===== src/rtl/instruction_fetch_stage_if.sv =====
// Fetch-stage bundle: redirect/hazard controls in, PC and IF/ID register out.
// Latency: none, wires only.
// Backpressure: Stall is the only hold signal; there is no ready/valid return path.
interface instruction_fetch_stage_if;
    logic        Stall;
    logic        Flush;
    logic        BranchTaken;
    logic [31:0] BranchTarget;
    logic        Jump;
    logic [31:0] JumpTarget;
    logic [31:0] PCAddress;
    logic [31:0] Instruction;
    logic [31:0] IFID_Instruction;
    logic [31:0] IFID_PCPlus4;
    logic        IFID_Valid;
    logic        Fault;
    logic [31:0] FetchCount;

    // Fetch stage side
    modport master (
        input  Stall, Flush, BranchTaken, BranchTarget, Jump, JumpTarget, Instruction,
        output PCAddress, IFID_Instruction, IFID_PCPlus4, IFID_Valid, Fault, FetchCount
    );

    // Hazard unit, later stages and instruction memory side
    modport slave (
        output Stall, Flush, BranchTaken, BranchTarget, Jump, JumpTarget, Instruction,
        input  PCAddress, IFID_Instruction, IFID_PCPlus4, IFID_Valid, Fault, FetchCount
    );
endinterface


===== src/rtl/instruction_fetch_stage.sv =====
// MIPS fetch stage: owns the PC, captures the memory word into IF/ID, halts on a bad PC.
// Latency: word at PC lands in IF/ID one edge after PCAddress = PC; first capture 2 edges after reset release.
// Backpressure: Stall holds PC, IF/ID and FetchCount unless a jump/branch redirect arrives the same cycle.
module instruction_fetch_stage #(
    parameter logic [31:0] RESET_VECTOR = 32'h0000_0000,
    parameter int          MEM_WORDS    = 1024,
    parameter logic [31:0] NOP_WORD     = 32'h0000_0000
) (
    input  logic                           Clk,
    input  logic                           Rst_n,
    instruction_fetch_stage_if.master      bus
);

    localparam logic [31:0] PC_MAX = 32'(MEM_WORDS * 4 - 4);

    typedef enum logic [1:0] {FILL, RUN, HALT} state_t;

    state_t      state, state_nxt;
    logic [31:0] pc, pc_plus4, pc_cand;
    logic [31:0] ifid_instr, ifid_pcplus4, fetch_count;
    logic        ifid_valid, fault;
    logic        redirect, advance, bad_pc;
    logic        load_pc, capture, bubble, set_fault;

    // Candidate next PC in priority order and its legality
    always_comb begin
        pc_plus4 = pc + 32'd4;
        redirect = bus.Jump | bus.BranchTaken;
        advance  = redirect | ~bus.Stall;
        if (bus.Jump)
            pc_cand = bus.JumpTarget;
        else if (bus.BranchTaken)
            pc_cand = bus.BranchTarget;
        else
            pc_cand = pc_plus4;
        bad_pc = (pc_cand[1:0] != 2'b00) || (pc_cand > PC_MAX);
    end

    // State register
    always_ff @(posedge Clk) begin
        if (!Rst_n)
            state <= FILL;
        else
            state <= state_nxt;
    end

    // Next state: FILL lasts one cycle, HALT only exits through reset
    always_comb begin
        state_nxt = state;
        case (state)
            FILL:    state_nxt = RUN;
            RUN:     if (advance && bad_pc) state_nxt = HALT;
            HALT:    state_nxt = HALT;
            default: state_nxt = FILL;
        endcase
    end

    // Per-state datapath controls
    always_comb begin
        load_pc   = 1'b0;
        capture   = 1'b0;
        bubble    = 1'b0;
        set_fault = 1'b0;
        if (state == RUN && advance) begin
            if (bad_pc) begin
                set_fault = 1'b1;
            end else begin
                load_pc = 1'b1;
                if (redirect || bus.Flush)
                    bubble = 1'b1;
                else
                    capture = 1'b1;
            end
        end
    end

    // PC, IF/ID register, fault flag and fetch counter
    always_ff @(posedge Clk) begin
        if (!Rst_n) begin
            pc           <= RESET_VECTOR;
            ifid_instr   <= NOP_WORD;
            ifid_pcplus4 <= 32'd0;
            ifid_valid   <= 1'b0;
            fault        <= 1'b0;
            fetch_count  <= 32'd0;
        end else begin
            if (load_pc)
                pc <= pc_cand;
            if (capture) begin
                ifid_instr   <= bus.Instruction;
                ifid_pcplus4 <= pc_plus4;
                ifid_valid   <= 1'b1;
                fetch_count  <= fetch_count + 32'd1;
            end else if (bubble || set_fault) begin
                ifid_instr <= NOP_WORD;
                ifid_valid <= 1'b0;
            end
            if (set_fault)
                fault <= 1'b1;
        end
    end

    assign bus.PCAddress        = pc;
    assign bus.IFID_Instruction = ifid_instr;
    assign bus.IFID_PCPlus4     = ifid_pcplus4;
    assign bus.IFID_Valid       = ifid_valid;
    assign bus.Fault            = fault;
    assign bus.FetchCount       = fetch_count;

endmodule


===== src/flat_wrapper.sv =====
// flat-port wrapper written by rule: the top's interface ports become plain ports
module instruction_fetch_stage_flat 
#(
    parameter logic [31:0] RESET_VECTOR = 32'h0000_0000,
    parameter int          MEM_WORDS    = 1024,
    parameter logic [31:0] NOP_WORD     = 32'h0000_0000
)
  (Clk, Rst_n, bus_Stall, bus_Flush, bus_BranchTaken, bus_BranchTarget, bus_Jump, bus_JumpTarget, bus_Instruction, bus_PCAddress, bus_IFID_Instruction, bus_IFID_PCPlus4, bus_IFID_Valid, bus_Fault, bus_FetchCount);
  instruction_fetch_stage_if bus_i ();
  input  logic Clk;
  input  logic Rst_n;
  input wire logic [$bits(bus_i.Stall)-1:0] bus_Stall;
  input wire logic [$bits(bus_i.Flush)-1:0] bus_Flush;
  input wire logic [$bits(bus_i.BranchTaken)-1:0] bus_BranchTaken;
  input wire logic [$bits(bus_i.BranchTarget)-1:0] bus_BranchTarget;
  input wire logic [$bits(bus_i.Jump)-1:0] bus_Jump;
  input wire logic [$bits(bus_i.JumpTarget)-1:0] bus_JumpTarget;
  input wire logic [$bits(bus_i.Instruction)-1:0] bus_Instruction;
  output wire logic [$bits(bus_i.PCAddress)-1:0] bus_PCAddress;
  output wire logic [$bits(bus_i.IFID_Instruction)-1:0] bus_IFID_Instruction;
  output wire logic [$bits(bus_i.IFID_PCPlus4)-1:0] bus_IFID_PCPlus4;
  output wire logic [$bits(bus_i.IFID_Valid)-1:0] bus_IFID_Valid;
  output wire logic [$bits(bus_i.Fault)-1:0] bus_Fault;
  output wire logic [$bits(bus_i.FetchCount)-1:0] bus_FetchCount;
  assign bus_i.Stall = bus_Stall;
  assign bus_i.Flush = bus_Flush;
  assign bus_i.BranchTaken = bus_BranchTaken;
  assign bus_i.BranchTarget = bus_BranchTarget;
  assign bus_i.Jump = bus_Jump;
  assign bus_i.JumpTarget = bus_JumpTarget;
  assign bus_i.Instruction = bus_Instruction;
  assign bus_PCAddress = bus_i.PCAddress;
  assign bus_IFID_Instruction = bus_i.IFID_Instruction;
  assign bus_IFID_PCPlus4 = bus_i.IFID_PCPlus4;
  assign bus_IFID_Valid = bus_i.IFID_Valid;
  assign bus_Fault = bus_i.Fault;
  assign bus_FetchCount = bus_i.FetchCount;
  instruction_fetch_stage #(.RESET_VECTOR(RESET_VECTOR), .MEM_WORDS(MEM_WORDS), .NOP_WORD(NOP_WORD)) u_core (.Clk(Clk), .Rst_n(Rst_n), .bus(bus_i));
endmodule

===== config.mk =====
export PLATFORM = sky130hd
export DESIGN_NAME = instruction_fetch_stage_flat
export DESIGN_NICKNAME = d
export VERILOG_FILES = /design/src/rtl/instruction_fetch_stage_if.sv /design/src/rtl/instruction_fetch_stage.sv /design/src/flat_wrapper.sv
export SDC_FILE = /design/constraint.sdc
export NUM_CORES = 1
export LEC_CHECK = 0
export CORE_ASPECT_RATIO = 0.6
export CORE_MARGIN = 1
export CORE_UTILIZATION = 44
export CTS_CLUSTER_DIAMETER = 200
export DETAILED_ROUTE_END_ITERATION = 8
export GPL_TIMING_DRIVEN = 1
export PLACE_DENSITY_LB_ADDON = 0.3
export SLEW_MARGIN = 30
export SYNTH_ARGS = -nofsm -noshare
export SYNTH_HDL_FRONTEND = slang
export SYNTH_SLANG_ARGS = --single-unit

===== constraint.sdc =====
create_clock -name Clk -period 3.6 [get_ports Clk]
set_input_delay 0.54 -clock Clk [delete_from_list [all_inputs] [get_ports Clk]]
set_output_delay 0.54 -clock Clk [all_outputs]
set_load 0.02 [all_outputs]

# After elaboration in Yosys (flattened, before gate mapping)
# Cells that the tools add are included.
[word_totals] ff_bits=132 input_bits=102 out_inout_bits=130 word_cells=42
[op_classes] addsub=2 n_lt_le_gt_ge=1 eq_ne=3 muxes=18 bitwise=3 reduce_logical=8
[op_table] cell="32-bit 2-to-1 mux" count=4
[op_table] cell="32-bit by 1-bit adder with 32-bit output (second input constant)" count=1
[op_table] cell="32-bit by 3-bit adder with 32-bit output (second input constant)" count=1
[op_table] cell="32-bit by 12-bit > comparator with 1-bit output (second input constant)" count=1
[op_table] cell="1-bit 2-to-1 mux" count=12
[op_table] cell="2-bit one-hot mux with 3 select lines" count=1
[op_table] cell="2-bit nonzero test" count=2
[op_table] cell="1-bit logical OR" count=3
[op_table] cell="2-bit by 1-bit equality test with 1-bit output (second input constant)" count=1
[op_table] cell="2-bit equality test (second input constant)" count=1
[op_table] cell="1-bit logical AND" count=2
[op_table] cell="2-bit zero test" count=1
[op_table] cell="2-bit 2-to-1 mux" count=1
[op_table] cell="2-bit by 1-bit != test with 1-bit output (second input constant)" count=1
[op_table] cell="1-bit bitwise OR" count=2
[op_table] cell="1-bit inverter" count=1

# Longest topological paths before layout
# Gate-level depths: netlist (run 1).
[logic_depth] depth_word=10 depth_mapped=13 depth_no_buf=9

# Least setup slack after synthesis (run 1)
# No wires, ideal clock.
[synth_path] path_type="flip-flop to flip-flop" startpoint="register u_core.pc[23] (netlist: u_core.bus.PCAddress[23])" endpoint="register u_core.ifid_instr[0] (netlist: u_core.bus.IFID_Instruction[0])" setup_time_ps=117 arrival_time_ps=2916 required_ps=3483 path_slack_ps=568 path_stages_with_launch=13 n_path_buf=4 period_less_slack_ps=3032 path_cell_list="dfxtp_1 -> buf_2 -> nand4_1 -> or4_1 -> or4_1 -> a221oi_2 -> a211oi_2 -> and4_1 -> buf_2 -> and2_4 -> buf_6 -> buf_6 -> a22o_1"
[synth_via] elab_chain_cells=9 word_cells_on_any_way=14 cone_classes="1 x add/sub; 1 x order compare; 9 x mux; 3 x reduce/logical"
[synth_lines] item="start: declaration" line="instruction_fetch_stage.sv:19" source="logic [31:0] pc, pc_plus4, pc_cand;"
[synth_lines] item="start signal: assignment" line="instruction_fetch_stage.sv:88" source="pc <= pc_cand;"
[synth_lines] item="32-bit by 3-bit adder with 32-bit output *" line="instruction_fetch_stage.sv:27" source="pc_plus4 = pc + 32'd4;"
[synth_lines] item="32-bit 2-to-1 mux *" line="instruction_fetch_stage.sv:32" source="else if (bus.BranchTaken)"
[synth_lines] item="32-bit 2-to-1 mux *" line="instruction_fetch_stage.sv:30" source="if (bus.Jump)"
[synth_lines] item="32-bit by 12-bit > comparator with 1-bit output *" line="instruction_fetch_stage.sv:36" source="bad_pc = (pc_cand[1:0] != 2'b00) || (pc_cand > PC_MAX);"
[synth_lines] item="1-bit logical OR *" line="instruction_fetch_stage.sv:36"
[synth_lines] item="1-bit 2-to-1 mux" line="instruction_fetch_stage.sv:65" source="if (bad_pc) begin"
[synth_lines] item="1-bit 2-to-1 mux" line="instruction_fetch_stage.sv:64" source="if (state == RUN && advance) begin"
[synth_lines] item="1-bit logical OR" line="instruction_fetch_stage.sv:94" source="end else if (bubble || set_fault) begin"
[synth_lines] item="2-bit nonzero test (no source line)"
[synth_lines] item="end signal: assignment" line="instruction_fetch_stage.sv:90" source="ifid_instr <= bus.Instruction;"
[synth_lines] item="end: declaration" line="instruction_fetch_stage.sv:20" source="logic [31:0] ifid_instr, ifid_pcplus4, fetch_count;"
# Mark *: on every way between the ends. The rest lies on a longest branch, timed or not.
# A chain may end at the register's enable or synchronous reset.

# Worst setup path after layout (run 1)
[layout_path] startpoint="register u_core.pc[11] (netlist: u_core.bus.PCAddress[11])" endpoint="register u_core.fetch_count[15] (netlist: u_core.bus.FetchCount[15])"
[layout_via] elab_chain_cells=7
[layout_lines] item="32-bit by 3-bit adder with 32-bit output" line="instruction_fetch_stage.sv:27"
[layout_lines] item="32-bit 2-to-1 mux" line="instruction_fetch_stage.sv:32"
[layout_lines] item="32-bit 2-to-1 mux" line="instruction_fetch_stage.sv:30"
[layout_lines] item="32-bit by 12-bit > comparator with 1-bit output" line="instruction_fetch_stage.sv:36"
[layout_lines] item="1-bit logical OR" line="instruction_fetch_stage.sv:36"
[layout_lines] item="1-bit 2-to-1 mux" line="instruction_fetch_stage.sv:65"
[layout_lines] item="1-bit 2-to-1 mux" line="instruction_fetch_stage.sv:64"
[layout_lines] item="end signal: assignment" line="instruction_fetch_stage.sv:93" source="fetch_count <= fetch_count + 32'd1;"
[layout_lines] item="end: declaration" line="instruction_fetch_stage.sv:20"
# Every way passes these cells.

==> results of run 1 <==
-- cell usage after synthesis, types with 4 or more instances --
master / number / area [um^2]
dfxtp_1: 132 / 2643
or4_1: 6 / 45.04
nor2_1: 16 / 60.06
o31ai_1: 10 / 75.07
clkbuf_1: 29 / 108.9
a21oi_1: 8 / 40.04
a22o_1: 32 / 280.3
nand3_1: 31 / 155.2
ha_1: 4 / 50.05
and4_1: 8 / 70.07
o211ai_1: 7 / 52.55
buf_4: 4 / 30.03
mux2i_1: 48 / 480.5
nand2_1: 69 / 259.0
inv_1: 13 / 48.80
buf_2: 10 / 50.05
and2_1: 28 / 175.2
a31oi_1: 5 / 31.28
nor2b_1: 14 / 87.58
nand4_1: 22 / 137.6
and3_1: 36 / 225.2
nor3_1: 8 / 40.04
nand2b_1: 30 / 187.7
buf_1: 4 / 15.01
o311ai_0: 6 / 52.55
buf_6: 4 / 45.04
nand3b_1: 4 / 30.03
o41ai_1: 8 / 70.07
nor4_1: 14 / 87.58
o21ai_0: 14 / 70.07
xnor2_1: 12 / 105.1
-- flip-flops by register name, summed over array words and instances, names as in the netlist --
name / flops
u_core.bus.IFID_Valid: 1
u_core.bus.FetchCount: 32
u_core.state: 2
u_core.bus.Fault: 1
u_core.bus.IFID_Instruction: 32
u_core.bus.IFID_PCPlus4: 32
u_core.bus.PCAddress: 32
-- final cells by class --
type | instances | area [um^2]
clock buffer | 17 | 425.4
multi-input combinational | 481 | 3249
timing repair buffer | 259 | 2520
clock inverter | 15 | 166.4
sequential | 132 | 2643
inverter | 13 | 48.80
fill | 1079 | 4415
tap | 192 | 240.2
-- power groups by stage --
stage | Clock [mW] | Sequential (mW) | Combinational, mW
after floorplan | 0 | 1.52 | 0.154
after global placement | 0 | 1.52 | 0.310
after detailed placement | 0 | 1.52 | 0.329
after CTS | 1.76 | 1.48 | 0.329
after global routing | 1.84 | 1.48 | 0.360
final | 1.75 | 1.48 | 0.332
-- layer usage --
| layer | vias up | share of wire [%] | GRT usage [%] |
|---|---|---|---|
| li1 | 2936 | - | - |
| met1 | 2926 | 48 | 37.70 |
| met2 | 253 | 43 | 40.69 |
| met3 | 18 | 7.7 | 8.164 |
| met4 | 0 | 0.91 | 5.446 |
| met5 | - | 0 | 0 |
-- logic make-up after synthesis --
kind of cell,after synthesis,synth area share [%]
AND/OR/NAND/NOR,302,27.70
flip-flops,132,42.70
AO/OA/AOI/OAI,111,13.91
buffers and inverters,64,4.812
multiplexers,49,7.946
XOR/XNOR,15,2.123
adder cells (fa/ha/maj),4,0.8088
-- stage by stage --
stage	util, %	hold slack [ns]
final	67.79	0.4602
after detailed placement	63.46	0.4427
after floorplan	-	0.4747
after CTS	67.78	0.4645
after global routing	67.79	0.4786
after global placement	63.46	0.4442
-- how the worst max path moves through the flow --
stage	depth (start not counted)	startpoint	end
after floorplan	12	u_core.bus.PCAddress[23]	u_core.bus.IFID_Instruction[0]
after global placement	11	bus_BranchTaken	u_core.bus.FetchCount[12]
after detailed placement	11	bus_BranchTaken	u_core.bus.FetchCount[10]
after CTS	8	u_core.bus.PCAddress[25]	u_core.bus.IFID_PCPlus4[1]
after global routing	8	u_core.bus.PCAddress[20]	u_core.bus.IFID_PCPlus4[1]
final	9	u_core.bus.PCAddress[11]	u_core.bus.FetchCount[15]
-- critical path: cells and delay by family (launching register included) --
family,cells,cell delay (ns)
flip-flops,1,0.52
AND/OR/NAND/NOR,5,1.80
multiplexers,1,0.15
AO/OA/AOI/OAI,2,0.43
buffers and inverters,1,0.31
==> metrics.txt, run 1 <==
# TYPE chip_impl_metric gauge
chip_impl_metric{name="ctsHoldBuffers",unit=""} 0
chip_impl_metric{name="hpwl",unit="um"} 14400
chip_impl_metric{name="grt_first_pass_wirelength",unit="um"} 30870
chip_impl_metric{name="initial_core_util",unit="%"} 45.14
chip_impl_info{name="cts_tree",value="yes"} 1
chip_impl_metric{name="dr.first_iter.drc_count",unit=""} 499
chip_impl_metric{name="later_pin_clock_latency_in_the_skew_report",unit="ns"} 0.42
chip_impl_metric{name="fin_crit_sh",unit="%"} 92.49
chip_impl_metric{name="overall_die_height",unit="um"} 93.86
chip_impl_metric{name="power.switching",unit="mW"} 0.9253
chip_impl_metric{name="syn-cell-area",unit="um^2"} 6188
chip_impl_metric{name="crit_arrival",unit="ns"} 3.63
chip_impl_metric{name="slew_headroom",unit="%"} 53.95
chip_impl_metric{name="worstRegToRegCells",unit=""} 9
chip_impl_info{name="top_ff_cell_synth",value="dfxtp_1"} 1
chip_impl_metric{name="static_leakage",unit="nW"} 3.636
chip_impl_metric{name="grt_pass1_vias",unit=""} 5803
chip_impl_metric{name="synth_edf_count",unit=""} 0
chip_impl_metric{name="drc",unit=""} 0
chip_impl_metric{name="placed_cell_area",unit="um^2"} 8700
chip_impl_info{name="hold_path_startpoint",value="u_core.bus.IFID_PCPlus4[26]"} 1
chip_impl_info{name="rr_endpoint",value="u_core.bus.FetchCount[15]"} 1
chip_impl_info{name="critical-path-slowest-cell",value="or4_1"} 1
chip_impl_metric{name="cp_max_fo",unit=""} 18
chip_impl_metric{name="routed_wirelength",unit="um"} 19770
chip_impl_metric{name="core_area",unit="um^2"} 13710
chip_impl_metric{name="post_route_cells_drive_above_1_share",unit="%"} 7.961
chip_impl_metric{name="drt-pass1-iter-count",unit=""} 5
chip_impl_metric{name="clockBufferDepth",unit=""} 2
chip_impl_metric{name="finalCriticalPeriod",unit="ns"} 3.330
chip_impl_info{name="critical_path.endpoint_type",value="flip-flop"} 1
chip_impl_info{name="setup_repair_after_global_routing_missed_its_margin",value="false"} 1
chip_impl_metric{name="avgSynthCellArea",unit="um^2"} 9.141
chip_impl_metric{name="timing.setup.tns",unit="ns"} 0
chip_impl_metric{name="post_cts.resized_instances",unit=""} 0
chip_impl_metric{name="num_io_pins",unit=""} 232
chip_impl_metric{name="postSynthNetCount",unit=""} 783
chip_impl_metric{name="total_inserted_antenna_cells",unit=""} 0
chip_impl_metric{name="cts-buffers-inserted",unit=""} 17
chip_impl_info{name="timing.critical_path.from_type",value="flip-flop"} 1
chip_impl_metric{name="vdd.ir_drop.worst",unit="mV"} 0.3044
chip_impl_metric{name="post-place-ws",unit="ns"} 0.06291
chip_impl_metric{name="cellInternalPower",unit="mW"} 2.638
chip_impl_metric{name="die_area",unit="um^2"} 14560
chip_impl_metric{name="post_drt_wl_per_cell",unit="um"} 17.83
chip_impl_metric{name="fmax",unit="MHz"} 300.3
chip_impl_info{name="run_status",value="finished clean"} 1
chip_impl_metric{name="syn_inst",unit=""} 677
chip_impl_metric{name="ant_nets",unit=""} 0
chip_impl_metric{name="globalRouteTotalUtil",unit="%"} 26.96
chip_impl_metric{name="report.final.slew_viol_count",unit=""} 0
chip_impl_metric{name="worstPathRequired",unit="ns"} 3.90
chip_impl_metric{name="synth.yosys.warnings",unit=""} 0
chip_impl_info{name="layout_commonest_cell",value="clkdlybuf4s50_1"} 1
chip_impl_metric{name="global_placer_s_final_weighted_congestion",unit=""} 0.9605
chip_impl_metric{name="place.port_buffers",unit=""} 231
chip_impl_metric{name="comb_power_share",unit="%"} 9.3
chip_impl_metric{name="synth-seq-cells",unit=""} 132
chip_impl_metric{name="setup_slack_reg_to_reg",unit="ns"} 0.27
chip_impl_metric{name="layout.nets",unit=""} 1010
chip_impl_metric{name="p_clk_share",unit="%"} 49.0
chip_impl_metric{name="postSynth.asyncResetShare",unit="%"} 0
chip_impl_metric{name="via_count",unit=""} 6133
chip_impl_metric{name="timing.final.setup_violations",unit=""} 0
chip_impl_metric{name="p_sw_share",unit="%"} 25.97
chip_impl_metric{name="layout.cells.non_filler",unit=""} 1109
chip_impl_metric{name="area.growth.synth_to_final",unit="%"} 50.16
chip_impl_metric{name="hold_viol",unit=""} 0
chip_impl_metric{name="antenna_violations_before_repair",unit=""} 0
chip_impl_metric{name="totalPowerFinal",unit="mW"} 3.563
chip_impl_info{name="regToRegStartpoint",value="u_core.bus.PCAddress[11]"} 1
chip_impl_metric{name="post-place-cells",unit=""} 1077
chip_impl_metric{name="worstHoldPathCells",unit=""} 1
chip_impl_metric{name="cts_htree_levels",unit=""} 4
chip_impl_metric{name="yosysSeqAreaShare",unit="%"} 42.70
chip_impl_metric{name="dieWidth",unit="um"} 155.1
chip_impl_metric{name="largest_stage_delay_on_the_critical_path",unit="ns"} 0.61
chip_impl_metric{name="seqPwrFrac",unit="%"} 41.7
chip_impl_info{name="path_class",value="flip-flop to flip-flop"} 1
chip_impl_metric{name="timing.max_cap.violations",unit=""} 0
chip_impl_metric{name="worstMarginPinSlew",unit="ns"} 0.6907
chip_impl_info{name="cts_root_buffer",value="clkbuf_16"} 1
chip_impl_metric{name="fin_area",unit="um^2"} 9293
chip_impl_info{name="mostFrequentLayoutCells",value="clkdlybuf4s50_1, dfxtp_1, nand2_1, mux2i_1, and3_1"} 1
chip_impl_info{name="hold_class",value="flip-flop to flip-flop"} 1
chip_impl_metric{name="post_cts_setup_buffer_count",unit=""} 0
chip_impl_metric{name="route.detailed.vias_per_inst",unit=""} 5.530
chip_impl_metric{name="grt-ovfl-total",unit=""} 0
chip_impl_info{name="hold_end",value="u_core.bus.IFID_PCPlus4[26]"} 1
chip_impl_metric{name="timing.clock.skew",unit="ns"} 0.01114
chip_impl_metric{name="clkSlewWorstSetupHoldPaths",unit="ns"} 0.07
chip_impl_metric{name="placement_rows",unit=""} 33
chip_impl_metric{name="pwr_density_cell",unit="nW/um^2"} 383.4
chip_impl_metric{name="total_clock_sinks",unit=""} 132
chip_impl_info{name="cp_cell_sequence",value="nand4_4 > or4_1 > nor4_1 > o211ai_1 > a211oi_2 > and4_1 > buf_4 > nand4_1 > mux2i_1"} 1
chip_impl_metric{name="synth_unique_cells",unit=""} 60
chip_impl_metric{name="maximum_number_of_pins_on_one_net_before_global_route_repair",unit=""} 70
chip_impl_metric{name="worst_slack",unit="ns"} 0.2703
(Power assumes the default switching activity.)
==> run 2, diff against run 1 <==
Settings changed: ABC_AREA set to 1, TNS_END_PERCENT set to 20.
==> run 2 against run 1 <==
Against the previous run: count of clock-buffer cells in the layout stayed put; clock skew is 0.0030 ns higher; sequential power hardly changed; largest power group unchanged; cell count is 32% higher; wire length is 25% higher.
==> metrics.txt, run 2 <==
# TYPE chip_impl_metric gauge
chip_impl_metric{name="grt-ovfl-total",unit=""} 0
chip_impl_metric{name="place.port_buffers",unit=""} 231
chip_impl_metric{name="post-place-cells",unit=""} 1433
chip_impl_metric{name="report.final.slew_viol_count",unit=""} 0
chip_impl_metric{name="comb_power_share",unit="%"} 10.9
chip_impl_metric{name="later_pin_clock_latency_in_the_skew_report",unit="ns"} 0.41
chip_impl_metric{name="finalCriticalPeriod",unit="ns"} 3.167
chip_impl_metric{name="clkSlewWorstSetupHoldPaths",unit="ns"} 0.07
chip_impl_metric{name="synth_unique_cells",unit=""} 30
chip_impl_metric{name="synth.yosys.warnings",unit=""} 0
chip_impl_info{name="synth_area_leader_cell",value="dfxtp_1"} 1
chip_impl_metric{name="hpwl",unit="um"} 17630
chip_impl_info{name="synthMostInstantiatedCell",value="nand2_1"} 1
chip_impl_metric{name="grt_pass1_vias",unit=""} 7048
chip_impl_metric{name="core_area",unit="um^2"} 15410
chip_impl_metric{name="timing.final.setup_violations",unit=""} 0
chip_impl_metric{name="hold_viol",unit=""} 0
chip_impl_metric{name="maximum_number_of_pins_on_one_net_before_global_route_repair",unit=""} 75
chip_impl_metric{name="post_route_cells_drive_above_1_share",unit="%"} 4.754
chip_impl_info{name="hold_class",value="flip-flop to flip-flop"} 1
chip_impl_metric{name="clockBufferDepth",unit=""} 2
chip_impl_metric{name="syn-cell-area",unit="um^2"} 6963
chip_impl_metric{name="p_sw_share",unit="%"} 28.58
chip_impl_metric{name="area.growth.synth_to_final",unit="%"} 42.46
chip_impl_metric{name="postSynth.asyncResetShare",unit="%"} 0
chip_impl_metric{name="setup_slack_reg_to_reg",unit="ns"} 0.43
chip_impl_metric{name="static_leakage",unit="nW"} 3.376
chip_impl_metric{name="route.detailed.vias_per_inst",unit=""} 5.401
chip_impl_info{name="cts_root_buffer",value="clkbuf_16"} 1
chip_impl_info{name="cts_tree",value="yes"} 1
chip_impl_metric{name="placed_cell_area",unit="um^2"} 9336
chip_impl_info{name="top_ff_cell_synth",value="dfxtp_1"} 1
chip_impl_metric{name="cp_max_fo",unit=""} 5
chip_impl_info{name="run_status",value="finished clean"} 1
chip_impl_info{name="timing.critical_path.from_type",value="flip-flop"} 1
chip_impl_metric{name="dieWidth",unit="um"} 164.4
chip_impl_metric{name="crit_arrival",unit="ns"} 3.45
chip_impl_metric{name="cellInternalPower",unit="mW"} 2.552
chip_impl_metric{name="synth_edf_count",unit=""} 0
chip_impl_metric{name="cts_htree_levels",unit=""} 4
chip_impl_metric{name="ctsHoldBuffers",unit=""} 0
chip_impl_metric{name="yosysSeqAreaShare",unit="%"} 37.95
chip_impl_metric{name="worstMarginPinSlew",unit="ns"} 0.8062
chip_impl_metric{name="total_inserted_antenna_cells",unit=""} 0
chip_impl_info{name="synthTopCellsByArea",value="dfxtp_1, nand2_1, nor2_1"} 1
chip_impl_metric{name="hold_slack",unit="ns"} 0.4360
chip_impl_metric{name="timing.setup.tns",unit="ns"} 0
chip_impl_info{name="mostFrequentLayoutCells",value="nand2_1, clkdlybuf4s50_1, nor2_1, dfxtp_1, a21oi_1"} 1
chip_impl_metric{name="avgSynthCellArea",unit="um^2"} 6.606
chip_impl_metric{name="synth-seq-cells",unit=""} 132
chip_impl_metric{name="fmax",unit="MHz"} 315.8
chip_impl_metric{name="power.switching",unit="mW"} 1.021
chip_impl_metric{name="p_clk_share",unit="%"} 47.9
chip_impl_metric{name="fin_area",unit="um^2"} 9920
chip_impl_metric{name="grt_first_pass_wirelength",unit="um"} 38180
chip_impl_metric{name="total_clock_sinks",unit=""} 132
chip_impl_metric{name="slew_headroom",unit="%"} 46.25
chip_impl_metric{name="cts-buffers-inserted",unit=""} 17
chip_impl_metric{name="seqPwrFrac",unit="%"} 41.2
chip_impl_metric{name="syn_inst",unit=""} 1054
chip_impl_info{name="layout_commonest_cell",value="nand2_1"} 1
chip_impl_metric{name="via_count",unit=""} 7913
chip_impl_metric{name="synth_top_cell_area_share",unit="%"} 37.95
chip_impl_metric{name="antenna_violations_before_repair",unit=""} 0
chip_impl_metric{name="drc",unit=""} 0
chip_impl_metric{name="overall_die_height",unit="um"} 99.44
chip_impl_metric{name="initial_core_util",unit="%"} 45.17
chip_impl_metric{name="timing.max_cap.violations",unit=""} 0
chip_impl_metric{name="post_cts_setup_buffer_count",unit=""} 0
chip_impl_info{name="critical_path.endpoint_type",value="flip-flop"} 1
chip_impl_metric{name="layout.nets",unit=""} 1355
chip_impl_metric{name="postSynthNetCount",unit=""} 1160
chip_impl_metric{name="globalRouteTotalUtil",unit="%"} 30.12
chip_impl_metric{name="post_cts.resized_instances",unit=""} 0
chip_impl_info{name="path_class",value="flip-flop to flip-flop"} 1
chip_impl_metric{name="final.fill_count",unit=""} 1367
chip_impl_metric{name="drt-pass1-iter-count",unit=""} 8
chip_impl_metric{name="timing.clock.skew",unit="ns"} 0.01418
chip_impl_metric{name="die_area",unit="um^2"} 16350
chip_impl_metric{name="pwr_density_cell",unit="nW/um^2"} 360.1
chip_impl_info{name="setup_repair_after_global_routing_missed_its_margin",value="false"} 1
chip_impl_metric{name="fin_crit_sh",unit="%"} 87.97
chip_impl_metric{name="routed_wirelength",unit="um"} 24670
chip_impl_metric{name="placement_rows",unit=""} 35
chip_impl_metric{name="global_placer_s_final_weighted_congestion",unit=""} 1.052
chip_impl_metric{name="layout.cells.non_filler",unit=""} 1465
chip_impl_metric{name="post_drt_wl_per_cell",unit="um"} 16.84
chip_impl_metric{name="num_io_pins",unit=""} 232
chip_impl_metric{name="vdd.ir_drop.worst",unit="mV"} 0.2655
chip_impl_info{name="yosys-top-cells-count",value="nand2_1, nor2_1, dfxtp_1"} 1
chip_impl_metric{name="dr.first_iter.drc_count",unit=""} 828
chip_impl_metric{name="ant_nets",unit=""} 0
chip_impl_metric{name="worstPathRequired",unit="ns"} 3.88
-- run 2: cell types whose count changed after synthesis, moves of 28 or more --
cell	before	now
nand2_1	69	295
nor2_1	16	153
a21oi_1	8	90
nand4_1	22	81
mux2i_1	48	0
inv_1	13	55
and3_1	36	0
nor3_1	8	43
a22o_1	32	0
nand2b_1	30	0
and2_1	28	0
-- run 2: through the flow --
stage	total power, mW	setup slack [ns]	utilization (%)
after floorplan	1.699	1.077	-
after global placement	1.883	0.5408	60.57
after detailed placement	1.886	0.5424	60.57
after CTS	3.595	0.5579	64.35
after global routing	3.709	0.1061	64.35
final	3.572	0.4330	64.35
-- run 2: cell type report --
type | instances | area [um^2] | area share (%)
Clock inverter | 15 | 157.7 | 1.589
Tap cell | 203 | 254.0 | 2.561
Clock buffer | 17 | 425.4 | 4.289
Timing Repair Buffer | 243 | 2447 | 24.67
Sequential cell | 132 | 2643 | 26.64
Multi-Input combinational cell | 798 | 3777 | 38.08
Inverter | 57 | 215.2 | 2.170
-- run 2: logic make-up after synthesis --
| family | after synthesis | synth area share (%) |
|---|---|---|
| AOI/OAI and AO/OA | 119 | 8.841 |
| and+or+nand+nor | 637 | 39.84 |
| DFF | 132 | 37.95 |
| buffers and inverters | 124 | 7.871 |
| xor gates and xnor gates | 38 | 4.780 |
| adders and majority gates | 4 | 0.7188 |
-- run 2: final timing paths --
| check | cells past startpoint | endpoint | startpoint |
|---|---|---|---|
| worst max-delay path | 15 | u_core.bus.PCAddress[3] | u_core.bus.PCAddress[8] |
| worst min-delay path | 2 | u_core.bus.IFID_PCPlus4[16] | u_core.bus.IFID_PCPlus4[16] |
| worst max register to register | 15 | u_core.bus.PCAddress[3] | u_core.bus.PCAddress[8] |
| worst min register to register | 2 | u_core.bus.IFID_PCPlus4[16] | u_core.bus.IFID_PCPlus4[16] |
-- run 2: metal layers --
layer	track usage, %	vias up	part of all wire [%]
met5	3.333	-	0.28
met4	6.845	2	1.0
met3	10.76	21	13
met2	40.73	420	39
met1	44.55	3595	46
li1	-	3875	-
-- run 2: critical path: stages, from the launching register on --
cell,delay [ns]
dfxtp_1,0.50
nand2_1,0.18
nor2_2,0.25
nand2_1,0.20
inv_1,0.18
nand2_1,0.07
nand2_1,0.05
nand3_1,0.19
a21boi_1,0.22
nand2_1,0.07
nor2_1,0.09
nand3_1,0.14
nor2_4,0.19
nand2_1,0.12
o21ai_0,0.52
nor2_1,0.08
-- run 2: power by group through the flow --
stage          Clock, mW  Combinational, mW  Sequential [mW]
5_1_grt             1.81              0.423             1.47
6_report            1.71              0.390             1.47
3_3_place_gp           0              0.380             1.50
2_1_floorplan          0              0.193             1.51
4_1_cts             1.74              0.385             1.47
3_5_place_dp           0              0.382             1.50
==> run 3, diff against run 2 <==
Settings changed: CTS_CLUSTER_SIZE set to 8.
==> results of run 3 <==
No change in the layout: final DEF, timing and power equal those of run 2.
